**src/rtl/guess_pkg.sv**
```systemverilog
// Shared types for the two-player hex guessing game.
// State enum, segment codes, 16-bit value type, digit helpers.
package guess_pkg;

    typedef enum logic [2:0] {
        ST_SETUP,
        ST_HANDOFF,
        ST_GUESS,
        ST_RESULT,
        ST_WON
`ifdef GUESS_LIMIT_EN
        , ST_LOST
`endif
    } state_e;

    typedef logic [15:0] val16_t;

    // Active-low {a,b,c,d,e,f,g}
    localparam logic [6:0] SEG_H     = 7'b1001000;
    localparam logic [6:0] SEG_I     = 7'b1001111;
    localparam logic [6:0] SEG_L     = 7'b1110001;
    localparam logic [6:0] SEG_O     = 7'b0000001;
    localparam logic [6:0] SEG_P     = 7'b0011000;
    localparam logic [6:0] SEG_2     = 7'b0010010;
    localparam logic [6:0] SEG_BLANK = 7'b1111111;
    localparam logic [6:0] SEG_DASH  = 7'b1111110;

    // Lowest set button index wins when several fire together.
    function automatic logic [1:0] low_idx(logic [3:0] b);
        if (b[0])      return 2'd0;
        else if (b[1]) return 2'd1;
        else if (b[2]) return 2'd2;
        else           return 2'd3;
    endfunction

    function automatic val16_t set_digit(val16_t v, logic [1:0] idx,
                                         logic [3:0] d);
        val16_t r;
        r = v;
        r[{idx, 2'b00} +: 4] = d;
        return r;
    endfunction

endpackage

```
**src/rtl/seg7_hex.sv**
```systemverilog
// Hex digit to active-low seven-segment decoder.
// Ports: i_hex (4-bit value), o_seg ({a..g}, active-low).
module seg7_hex (
    input  logic [3:0] i_hex,
    output logic [6:0] o_seg
);
    always_comb begin
        o_seg = 7'b1111111;
        case (i_hex)
            4'h0: o_seg = 7'b0000001;
            4'h1: o_seg = 7'b1001111;
            4'h2: o_seg = 7'b0010010;
            4'h3: o_seg = 7'b0000110;
            4'h4: o_seg = 7'b1001100;
            4'h5: o_seg = 7'b0100100;
            4'h6: o_seg = 7'b0100000;
            4'h7: o_seg = 7'b0001111;
            4'h8: o_seg = 7'b0000000;
            4'h9: o_seg = 7'b0000100;
            4'hA: o_seg = 7'b0001000;
            4'hB: o_seg = 7'b1100000;
            4'hC: o_seg = 7'b0110001;
            4'hD: o_seg = 7'b1000010;
            4'hE: o_seg = 7'b0110000;
            4'hF: o_seg = 7'b0111000;
            default: o_seg = 7'b1111111;
        endcase
    end
endmodule

```
**src/rtl/guess_game_ctrl.sv**
```systemverilog
// Two-player hex guessing game: P1 sets a secret, P2 guesses with hints.
// Ports: clk, rst (async high), btn/bcd digit load, submit switch,
//   seg_d3..seg_d0 (active-low), led, guesses, won.
// Optional macro GUESS_LIMIT_EN adds MAX_GUESSES limit and LOST state.
module guess_game_ctrl #(
    parameter int CELEB_DIV = 25000
`ifdef GUESS_LIMIT_EN
    , parameter int MAX_GUESSES = 8
`endif
) (
    input  logic       clk,
    input  logic       rst,
    input  logic [3:0] btn,
    input  logic [3:0] bcd,
    input  logic       submit,
    output logic [6:0] seg_d3,
    output logic [6:0] seg_d2,
    output logic [6:0] seg_d1,
    output logic [6:0] seg_d0,
    output logic [7:0] led,
    output logic [3:0] guesses,
    output logic       won
);
    import guess_pkg::*;

    localparam int DIV_W = (CELEB_DIV > 1) ? $clog2(CELEB_DIV) : 1;
    localparam logic [DIV_W-1:0] DIV_TC = DIV_W'(CELEB_DIV - 1);

    state_e           r_state;
    val16_t           r_secret;
    val16_t           r_guess;
    logic [3:0]       r_guesses;
    logic             r_sub_q;
    logic [DIV_W-1:0] r_div;
    logic [7:0]       r_led;
    logic             r_won;
    logic             r_hi;

    logic       w_edge;
    logic       w_load;
    logic [1:0] w_idx;
    logic [3:0] w_cnt_nx;
    val16_t     w_val;
    logic [6:0] w_hx [4];

    assign w_edge   = submit & ~r_sub_q;
    assign w_load   = |btn;
    assign w_idx    = low_idx(btn);
    assign w_cnt_nx = (r_guesses == 4'hF) ? 4'hF : r_guesses + 4'd1;

    always_ff @(posedge clk or posedge rst) begin
        if (rst) begin
            r_state   <= ST_SETUP;
            r_secret  <= '0;
            r_guess   <= '0;
            r_guesses <= '0;
            r_sub_q   <= 1'b0;
            r_div     <= '0;
            r_led     <= 8'h00;
            r_won     <= 1'b0;
            r_hi      <= 1'b0;
        end else begin
            // Tracks submit in every state, so a held switch never
            // re-triggers after a state change.
            r_sub_q <= submit;
            unique case (r_state)
                ST_SETUP: begin
                    if (w_edge) begin
                        r_state <= ST_HANDOFF;
                        r_guess <= '0;
                    end else if (w_load) begin
                        r_secret <= set_digit(r_secret, w_idx, bcd);
                    end
                end
                ST_HANDOFF: begin
                    if (w_load) begin
                        r_guess <= set_digit(r_guess, w_idx, bcd);
                        r_state <= ST_GUESS;
                    end
                end
                ST_GUESS: begin
                    if (w_edge) begin
                        r_guesses <= w_cnt_nx;
                        if (r_guess == r_secret) begin
                            r_state <= ST_WON;
                            r_won   <= 1'b1;
                        end
`ifdef GUESS_LIMIT_EN
                        else if (w_cnt_nx == 4'(MAX_GUESSES)) begin
                            r_state <= ST_LOST;
                            r_led   <= 8'hFF;
                        end
`endif
                        else begin
                            r_state <= ST_RESULT;
                            r_hi    <= (r_guess > r_secret);
                        end
                    end else if (w_load) begin
                        r_guess <= set_digit(r_guess, w_idx, bcd);
                    end
                end
                ST_RESULT: begin
                    if (w_load) begin
                        r_guess <= set_digit(r_guess, w_idx, bcd);
                        r_state <= ST_GUESS;
                    end
                end
                ST_WON: begin
                    if (r_div == DIV_TC) begin
                        r_div <= '0;
                        r_led <= ~r_led;
                    end else begin
                        r_div <= r_div + 1'b1;
                    end
                end
`ifdef GUESS_LIMIT_EN
                ST_LOST: begin
                    r_led <= 8'hFF;
                end
`endif
                default: r_state <= ST_SETUP;
            endcase
        end
    end

    always_comb begin
        w_val = {12'h000, r_guesses};
        if (r_state == ST_SETUP)
            w_val = r_secret;
        else if (r_state == ST_GUESS)
            w_val = r_guess;
    end

    for (genvar i = 0; i < 4; i++) begin : g_hex
        seg7_hex u_hex (
            .i_hex (w_val[i*4 +: 4]),
            .o_seg (w_hx[i])
        );
    end

    always_comb begin
        seg_d3 = SEG_BLANK;
        seg_d2 = SEG_BLANK;
        seg_d1 = SEG_BLANK;
        seg_d0 = SEG_BLANK;
        case (r_state)
            ST_SETUP, ST_GUESS: begin
                seg_d3 = w_hx[3];
                seg_d2 = w_hx[2];
                seg_d1 = w_hx[1];
                seg_d0 = w_hx[0];
            end
            ST_HANDOFF: begin
                seg_d3 = SEG_P;
                seg_d2 = SEG_2;
            end
            ST_RESULT: begin
                seg_d3 = r_hi ? SEG_H : SEG_L;
                seg_d2 = r_hi ? SEG_I : SEG_O;
                seg_d0 = w_hx[0];
            end
            ST_WON: begin
                seg_d0 = w_hx[0];
            end
`ifdef GUESS_LIMIT_EN
            ST_LOST: begin
                seg_d3 = SEG_DASH;
                seg_d2 = SEG_DASH;
                seg_d1 = SEG_DASH;
                seg_d0 = SEG_DASH;
            end
`endif
            default: ;
        endcase
    end

    assign led     = r_led;
    assign guesses = r_guesses;
    assign won     = r_won;

endmodule

```
**config.mk**
```make
export PLATFORM = sky130hd
export DESIGN_NAME = guess_game_ctrl
export DESIGN_NICKNAME = d
export VERILOG_FILES = /design/src/rtl/guess_pkg.sv /design/src/rtl/seg7_hex.sv /design/src/rtl/guess_game_ctrl.sv
export SDC_FILE = /design/constraint.sdc
export NUM_CORES = 1
export LEC_CHECK = 0
export ABC_AREA = 1
export CELL_PAD_IN_SITES_DETAIL_PLACEMENT = 1
export CELL_PAD_IN_SITES_GLOBAL_PLACEMENT = 1
export CORE_ASPECT_RATIO = 0.6
export CORE_UTILIZATION = 42
export DETAILED_ROUTE_END_ITERATION = 16
export HOLD_SLACK_MARGIN = 0.1
export PLACE_DENSITY = 0.88
export SKIP_LAST_GASP = 1
export SLEW_MARGIN = 30
export SYNTH_ARGS = -nofsm -noshare
export SYNTH_HDL_FRONTEND = slang
export SYNTH_SLANG_ARGS = --single-unit
```
**constraint.sdc**
```tcl
create_clock -name clk -period 2.7 [get_ports clk]
set_input_delay 0.81 -clock clk [delete_from_list [all_inputs] [get_ports clk]]
set_output_delay 0.81 -clock clk [all_outputs]
set_load 0.01 [all_outputs]
```
==> flow_summary.ini <==
[floorplanning]
io_pins = 52
rows = 31
fp.dieW_um = 145
start_util_pct = 43.0
die_area_um2 = 12800
design.core.area_um2 = 12100
dieHeight_um = 88.1

[clock_tree]
cts_buffers = 9
cts_tree = built
cts_sinks = 65
root_buffer = clkbuf_16
clk_pin_slew_ns = 0.07
htreeDepth = 3
cts_buffer_depth = 2
clock_latency_ns = 0.38

[sta]
fin_skew_ns = 0.0175
rsz0062_at_grt = yes
max_slew.worst_pin.slew_ns = 0.558
fin_crit_ns = 3.57
maxSlewHeadroom_pct = 62.5
slew_viol_final = 0
fin_ws_ns = -0.871
max_freq_mhz = 280
setup_viol = 35
fin_crit_sh_pct = 132
setup_tns_ns = -17.23
hold_viol = 0

[synthesis]
async_flop_share_pct = 100
yosys_warnings = 0
synthCells = 758
ys.flop_type = dfrtp_1
yosysSeqAreaShare_pct = 31.4
synth_edf_count = 0
synth_top_cell_area_share_pct = 31.4
synthTopCellsByArea = dfrtp_1 31%, nand2_1 17%, ha_1 11%
synth.distinct_cells = 41
ys_seq_elements = 65
synth_area_um2 = 5190
synth.avg_cell_area_um2 = 6.84
yosysTopAreaCell = dfrtp_1
syn_nets = 813

[power]
total_power_mw = 11.3
power_switching_mw = 6.04
power_density_nw_per_um2 = 1410
p_clk_share_pct = 11.7
p_sw_share_pct = 53.3
p_int_mw = 5.29
irDropWorstVdd_mv = 0.699
combPwrFrac_pct = 75.9
pwr-share-seq_pct = 12.4
leakagePower_nw = 4.04

[final_layout]
fill_cells = 1480
drive_gt1_share_pct = 35.1
nets = 1004
syn_to_final_growth_pct = 55.0
instances_no_fill = 1122
fin_area_um2 = 8040

[worst_setup_path]
start_kind = flop
cp_max_fo = 8
critPathArrivalTime_ns = 2.76
crit_required_ns = 1.89
end_kind = primary output
path_class = flop to primary output

[flow_run]
cap_violations = 0

[outcome]
violations = negative setup slack
status = finished with violations

[routing]
wl_per_cell_um = 31.3
drt-pass1-iter-count = 5
num_vias = 7439
totalWireLength_um = 35100
drt_iter0_markers = 1021
drc = 0
via_per_inst = 6.63
antenna_left = 0

[placement]
hpwl_um = 15300
place.port_buffers = 51
dp.cells = 1046
globalplace.congestion = 0.934
dpl_cell_area_um2 = 6470

[hold_path]
holdCritPathClass = flop to flop

[grt]
grt_max_degree = 66
grt_overflow_total = 0
grt_usage_pct = 43.5
grt_pass1_vias = 7001
grt_pass1_wl_um = 41600
antenna_found_initial = 4
-- flip-flops by register name, indices dropped and copies added, names as in the netlist --
register	flops
r_sub_q	1
r_div	15
led	8
guesses	4
r_guess	16
r_secret	16
r_state	3
r_hi	1
won	1
-- critical path, cell delays in order (launching register included) --
cell and delay, ns:
dfrtp_2 0.48, nor2_4 0.25, buf_6 0.15, buf_6 0.11, nand2_8 0.09, buf_4 0.16, o22ai_4 0.36, ha_4 0.31
nand2_4 0.09, o21ai_2 0.08, nand2_1 0.07, nand2_1 0.08, buf_2 0.14
-- cell families (layout without fill, tap and decap cells) --
kind of cell    Yosys count  after routing  synth area share [%]
simple gates            429            429                  36.2
xor+xnor                 13             13                  2.20
fa+ha+maj                44             44                  10.6
compound gates           89             90                  10.1
other cells               0              3                     0
buf+inv                 118            313                  9.58
flops                    65             65                  31.4
-- power groups by stage --
stage,clock (mW),combinational [mW],sequential [mW]
2_1_floorplan,0,2.79,1.27
3_3_place_gp,0,5.03,1.31
3_5_place_dp,0,5.29,1.32
4_1_cts,1.24,6.05,1.33
5_1_grt,1.34,8.78,1.40
6_report,1.32,8.60,1.40
-- what timing repair did --
action | in CTS | in global routing
buffers inserted | 31 | 29
endpoints found under the setup margin | 29 | 51
hold buffers | 0 | 0
cloned | 1 | 0
gates resized for setup | 230 | 108
pin swaps | 42 | 52
-- area by class of cell --
type / instances / area (um^2) / share of cell area, %
Multi-Input combinational cell: 576 / 3850 / 47.9
Sequential cell: 65 / 1630 / 20.3
Timing Repair Buffer: 190 / 1600 / 19.9
Inverter: 107 / 435 / 5.42
Clock buffer: 10 / 239 / 2.97
Tap cell: 165 / 206 / 2.57
Clock inverter: 6 / 67.6 / 0.840
Antenna cell: 3 / 7.51 / 0.0934
-- metal layers --
layer | vias to the layer above | share of wire (%) | wire length, um | global-route usage [%]
met1 | 3537 | 36 | 12500 | 51.0
met5 | - | 0.10 | 36 | 0
met4 | 2 | 9.1 | 3180 | 29.2
met3 | 323 | 14 | 4930 | 13.9
li1 | 2816 | - | - | -
met2 | 761 | 41 | 14400 | 70.0
-- through the flow --
step                      hold slack (ns)  setup slack, ns  utilization [%]
after floorplan                     0.442           0.0894                -
after global placement              0.448           -0.392             53.6
after detailed placement            0.465           -0.536             53.6
after CTS                           0.479           -0.329             60.9
after global routing                0.496           -0.899             66.6
final                               0.478           -0.871             66.6
-- Yosys cell counts (8+ instances only) --
cell type / instances
o21ai_0: 24
ha_1: 44
inv_1: 102
a21oi_1: 42
nand2_1: 232
nor3_1: 15
nand3_1: 78
nor2_1: 67
dfrtp_1: 65
nand2_2: 9
nand4_1: 12
xnor2_1: 8
-- cell usage in the layout (no fill, tap or decap), drive strengths merged --
master         Yosys  routed
o211ai             7       7
clkbuf             1      10
o21bai             1       1
nand2            243     243
clkinv             1       3
nand3b             3       3
diode              0       3
and3               1       1
o21ai             29      29
dfrtp             65      65
clkinvlp           0       3
buf               10     167
nor2              74      74
xor2               5       5
nor4               1       1
o22ai              4       5
nor3              15      15
nor3b              1       1
xnor2              8       8
a21oi             44      44
clkdlybuf4s50      0      23
nand4             12      12
ha                44      44
o21a               3       3
a31oi              1       1
inv              106     106
nand3             79      79
bufinv             0       1
-- worst paths after layout --
| path | slack [ns] | startpoint | cells after the start | end |
|---|---|---|---|---|
| max reg2reg | 0.14 | r_secret[14] | 10 | r_hi |
| min reg2reg | 0.48 | led[4] | 1 | led[4] |
| min | 0.48 | led[4] | 1 | led[4] |
| max in group asynchronous | 1.49 | rst | 3 | r_state[2] |
| max | -0.87 | r_state[2] | 12 | seg_d1[0] |
| min in group asynchronous | 0.84 | rst | 3 | r_guess[2] |
Note: power is estimated with default switching activity, not from simulation.
